## src/rtl/flt.sv

```systemverilog
// Registered IEEE-754 binary32 ordered compare: v = (x1 <= x2), one-cycle latency.
// A NaN operand yields 0, and zeros of either sign compare equal.
module flt (
  input  logic        clk,
  input  logic        rst,
  input  logic [31:0] x1,
  input  logic [31:0] x2,
  input  logic        in_valid,
  output logic        v,
  output logic        out_valid
);

  localparam int unsigned DATA_W = 32;
  localparam int unsigned EXP_W  = 8;
  localparam int unsigned FRAC_W = 23;

  function automatic logic is_nan(input logic [DATA_W-1:0] a);
    return (a[DATA_W-2 -: EXP_W] == {EXP_W{1'b1}}) && (a[FRAC_W-1:0] != '0);
  endfunction

  // Sign-magnitude ordering: a larger magnitude is greater when positive and
  // smaller when negative. Infinities and subnormals fall out of the raw bits.
  function automatic logic le_f32(input logic [DATA_W-1:0] a,
                                  input logic [DATA_W-1:0] b);
    logic [DATA_W-2:0] ma;
    logic [DATA_W-2:0] mb;
    logic              res;
    ma = a[DATA_W-2:0];
    mb = b[DATA_W-2:0];
    if (is_nan(a) || is_nan(b))
      res = 1'b0;
    else if ((ma == '0) && (mb == '0))
      res = 1'b1;
    else if (a[DATA_W-1] != b[DATA_W-1])
      res = a[DATA_W-1];
    else if (!a[DATA_W-1])
      res = (ma <= mb);
    else
      res = (ma >= mb);
    return res;
  endfunction

  logic cmp_p0;
  logic v_d, v_q;
  logic out_valid_d, out_valid_q;

  assign cmp_p0 = le_f32(x1, x2);

  always_comb begin
    v_d         = v_q;
    out_valid_d = in_valid;
    if (in_valid) v_d = cmp_p0;
  end

  // Stage p0 -> p1: result register
  always_ff @(posedge clk) begin
    if (rst) begin
      v_q         <= 1'b0;
      out_valid_q <= 1'b0;
    end else begin
      v_q         <= v_d;
      out_valid_q <= out_valid_d;
    end
  end

  assign v         = v_q;
  assign out_valid = out_valid_q;

endmodule

```

## config.mk

```make
export PLATFORM = sky130hd
export DESIGN_NAME = flt
export DESIGN_NICKNAME = d
export VERILOG_FILES = /design/src/rtl/flt.sv
export SDC_FILE = /design/constraint.sdc
export NUM_CORES = 1
export LEC_CHECK = 0
export ABC_CLOCK_PERIOD_IN_PS = 2750
export CORE_ASPECT_RATIO = 1.5
export CORE_MARGIN = 2
export CORE_UTILIZATION = 30
export DETAILED_ROUTE_END_ITERATION = 7
export PLACE_DENSITY_LB_ADDON = 0.2
export SLEW_MARGIN = 25
export SYNTH_ARGS = -nofsm -noshare
export SYNTH_HDL_FRONTEND = slang
export SYNTH_SLANG_ARGS = --single-unit
```

## constraint.sdc

```tcl
create_clock -name clk -period 2.75 [get_ports clk]
set_clock_uncertainty 0.1 [all_clocks]
set_input_delay 0.825 -clock clk [delete_from_list [all_inputs] [get_ports clk]]
set_output_delay 0.825 -clock clk [all_outputs]
set_load 0.01 [all_outputs]
```

# Yosys cells after proc, flatten, opt, wreduce, memory -nomap -nowiden

Cells that the tools add are included.

Register bits: 2

Muxes and demuxes: 4
Reductions and logical operators: 8
Order comparisons: 2
Equality and inequality tests: 3

Operators by type and width:

| kind               | number |
|---|---|
| $logic_not 31->1   | 2 |
| $reduce_bool 23->1 | 2 |
| $ge 31x31->1       | 1 |
| $le 31x31->1       | 1 |
| $eq 8x8->1 const B | 2 |
| $mux 1             | 4 |
| $logic_and 1x1->1  | 3 |
| $logic_or 1x1->1   | 1 |
| $ne 1x1->1         | 1 |

# Depth between registers and ports, before layout

Depth in word-level cells: 5
Depth in mapped cells: 8
Mapped depth without buffers: 8

# Least setup slack after synthesis

Ideal clock, no wire load.

Path kind: input to register
Start point: in x2[29]
End point: reg v_q, in the netlist v
Data arrival time: 2238 ps
Path buffers: 0
Path slack: 343 ps
Cell stages on the path: 8
Required time: 2582 ps
Cells stage by stage: inv_1 -> ha_1 -> nand3_2 -> nor4_4 -> a221oi_1 -> and4_4 -> a211o_1 -> o21bai_2

Longest elaborated chain between the ends: 5
Elaborated cells on any way between the ends: 11
Those cells by class: order compare: 2; eq/ne: 1; mux: 4; reduce/logical: 4

Ends and longest elaborated chain:

| item                                         | line   | text |
|---|---|---|
| from (decl)                                  | 7      | `input logic [31:0] x2,` |
| $le 31x31->1 or $ge 31x31->1 (tied branches) | 37, 39 |  |
| $mux 1                                       | 36     | `else if (!a[DATA_W-1])` |
| $mux 1                                       | 34     | `else if (a[DATA_W-1] != b[DATA_W-1])` |
| $mux 1                                       | 32     | `else if ((ma == '0) && (mb == '0))` |
| $mux 1 (*)                                   | 30     | `if (is_nan(a) \|\| is_nan(b))` |
| to (signal assigned)                         | 61     | `v_q <= v_d;` |
| to (decl)                                    | 44     | `logic v_d, v_q;` |

Mark *: on every way between the ends. The rest lies on a longest branch, timed or not.
A chain may end at the register's enable or synchronous reset.

# Worst setup path in the final report

Start point: in x1[28]
End point: reg v_q, in the netlist v

Longest elaborated chain between the ends: 5
Elaborated cells on any way between the ends: 11
Those cells by class: order compare: 2; eq/ne: 1; mux: 4; reduce/logical: 4

Ends and longest elaborated chain:

| item                                         | line   | text |
|---|---|---|
| from (decl)                                  | 6      | `input logic [31:0] x1,` |
| $le 31x31->1 or $ge 31x31->1 (tied branches) | 37, 39 |  |
| $mux 1                                       | 36     |  |
| $mux 1                                       | 34     |  |
| $mux 1                                       | 32     |  |
| $mux 1 (*)                                   | 30     |  |

Marks and branches as above.

==> flow_summary.toml <==
[outcome]
outcome = "complete, no violations"

[synthesis]
synth_area_leader_cell = "ha_1"
avgSynthCellArea_um2 = 7.08
synth_edf_count = 0
synth_seq_cells = 2
synthFlopType = "dfxtp_1"
synthDistinctLibCells = 32
yosys-top-cells-area = "ha_1 (36%), inv_1 (11%), nor4_1 (8.6%)"
postSynth.asyncResetShare_pct = 0
synth_cells = 154
synth.most_common_cell = "inv_1"
yosysSeqAreaShare_pct = 3.67
syn-cell-area_um2 = 1090
synth_top_cell_area_share_pct = 35.6
yosysWarningCount = 0
syn_nets = 252
netlist_top_cells_count = "inv_1 (32), ha_1 (31), nor4_1 (15)"

[final_layout]
layoutNonFillerInstCount = 304
syn_to_final_growth_pct = 121
drive_gt1_share_pct = 30.9
utilization_pct = 70.0
layout.nets = 362
nFillCells = 289
diodes = 0

[timing]
period_share_pct = 97.5
fmax_ghz = 0.373
final-max-slew-violation-count = 0
final_hold_viol_count = 0
setup_viol_count_final = 0
min_period_ns = 2.68
tightest_slew_ns = 0.384
slew-limit-headroom_pct = 74.2

[clock_tree]
hold_buffers = 0
post_cts_buffers = 0
cts_made_buffers = 3
cts_sinks = 2
cts-root-buf = "clkbuf_8"
cts_tree = "yes"
insertion_delay_ns = 0.21
clk_pin_slew_worst_paths_ns = 0.03
cts_buffer_depth = 2
htreeDepth = 1

[die]
io_pins = 69
dieArea_um2 = 4150
die_x_um = 53.2
start_util_pct = 31.6
die_height_um = 77.9
row_count = 26
coreArea_um2 = 3450

[route]
drt_iter0_markers = 19
drcViolationCount = 0
drtPass1Iterations = 4
routed_wl_um = 4540
vias_per_cell = 5.12
wl_per_cell_um = 14.9
ant_nets = 0
via_count = 1556

[setup_path]
crit_chain = "clkdlybuf4s50_1 -> ha_4 -> nand3_4 -> buf_4 -> nor3_2 -> a221oi_2 -> and4_4 -> a211o_1 -> o21bai_2"
cp.required_ns = 2.80
arrival_ns = 2.73
cpPeakStageDelay_ns = 0.48
worstRegToRegCells = 2
r2r_start = "v"
crit_slowest_cell = "clkdlybuf4s50_1"
end_kind = "flop"
critPathKind = "input port to flop"
r2r_slack_ns = 1.87
cp_max_fo = 2
reg2reg_to = "v"
start_kind = "input port"

[global_routing]
grt_max_degree = 4
grt_first_pass_wirelength_um = 6940
grt_pass1_vias = 1717
antenna_found_initial = 0
grt_usage_pct = 22.4
grt-ovfl-total = 0

[power_and_ir_drop]
power_leakage_uw = 0.00118
cellPowerDensity_nw_per_um2 = 199
vdd_drop_max_mv = 0.233

[min_path]
worstHoldStart = "v"
min_delay_path_depth = 2
hp-class = "flop to flop"
worstHoldEndpoint = "v"

[placement]
routabilityCongestion = 0.786
port_buffers = 68
dp.cells = 301
dp_hpwl_um = 3650

[run]
cap_violations = 0
-- cells in the final DEF (no fill, tap or decap), drive strengths merged, types with 3 or more instances in the layout --
cell type,count
clkdlybuf4s50,45
a21oi,9
nor3,4
o21ai,6
inv,32
nand3,5
clkbuf,3
dlygate4sd2,9
buf,37
ha,31
dlymetal6s2s,14
nor2,10
nor4,16
nand2,9
nand4,10
-- metal layers --
layer | wire length [um] | GRT usage [%] | part of all wire, % | vias to the layer above
met5 | 0 | 0 | 0 | -
met4 | 167 | 10.0 | 3.7 | 0
met3 | 149 | 2.12 | 3.3 | 12
met2 | 2610 | 45.3 | 57 | 57
met1 | 1620 | 20.4 | 36 | 698
li1 | - | - | - | 789
-- cell type report --
type	count	area, um2	area share [%]
Clock buffer	3	41.3	1.71
Tap cell	42	52.6	2.18
Sequential cell	2	40.0	1.66
Inverter	32	120	4.98
Multi-Input combinational cell	120	1180	48.8
Timing Repair Buffer	105	982	40.7
-- report_power, final --
part	leakage [uW]	switching [uW]	internal, uW	total [uW]
registers	0.0000166	0.749	31.2	31.9
logic	0.00114	134	195	329
clock network	0.0000216	25.2	92.8	118
total	0.00118	160	319	479
-- stage by stage --
step / setup TNS [ns] / area (um2) / hold WS, ns / worst slack, ns / total power, uW
2_1_floorplan: 0 / 1090 / 0.508 / 0.343 / 128
3_3_place_gp: -0.304 / 2100 / 0.463 / -0.304 / 308
3_5_place_dp: -0.332 / 2100 / 0.461 / -0.332 / 311
4_1_cts: 0 / 2310 / 0.468 / 0.000963 / 465
5_1_grt: -0.00257 / 2410 / 0.524 / -0.00257 / 510
6_report: 0 / 2410 / 0.469 / 0.0701 / 479
-- critical path: cells and delay by family --
family / cells / cell delay [ns]
AOI/OAI and AO/OA: 3 / 0.51
buffers and inverters: 2 / 0.63
adders and majority gates: 1 / 0.31
and+or+nand+nor: 3 / 0.46
-- repair_timing --
action	4_1_cts	5_1_grt
endpoints found under the setup margin	1	1
resized for setup	35	27
pin swaps	12	6
-- kinds of logic after synthesis --
family / count (synthesis) / share of synthesized area [%]
buffers and inverters: 32 / 11.0
flip-flops: 2 / 3.67
AND/OR/NAND/NOR: 59 / 31.7
adder cells (fa/ha/maj): 31 / 35.6
AO/OA/AOI/OAI: 30 / 18.1
-- how the worst max path moves through the flow --
stage,cells after the start,end,start,slack (ns)
after floorplan,8,v,x2[29],0.34
after global placement,9,v,x2[4],-0.30
after detailed placement,9,v,x2[4],-0.33
after CTS,9,v,x2[6],0.001
after global routing,9,v,x2[13],-0.003
final,9,v,x1[28],0.07
-- flip-flops by register name (all words and copies together), names as in the netlist --
name and cells:
out_valid 1, v 1
Note: power is estimated with default switching activity, not from simulation.
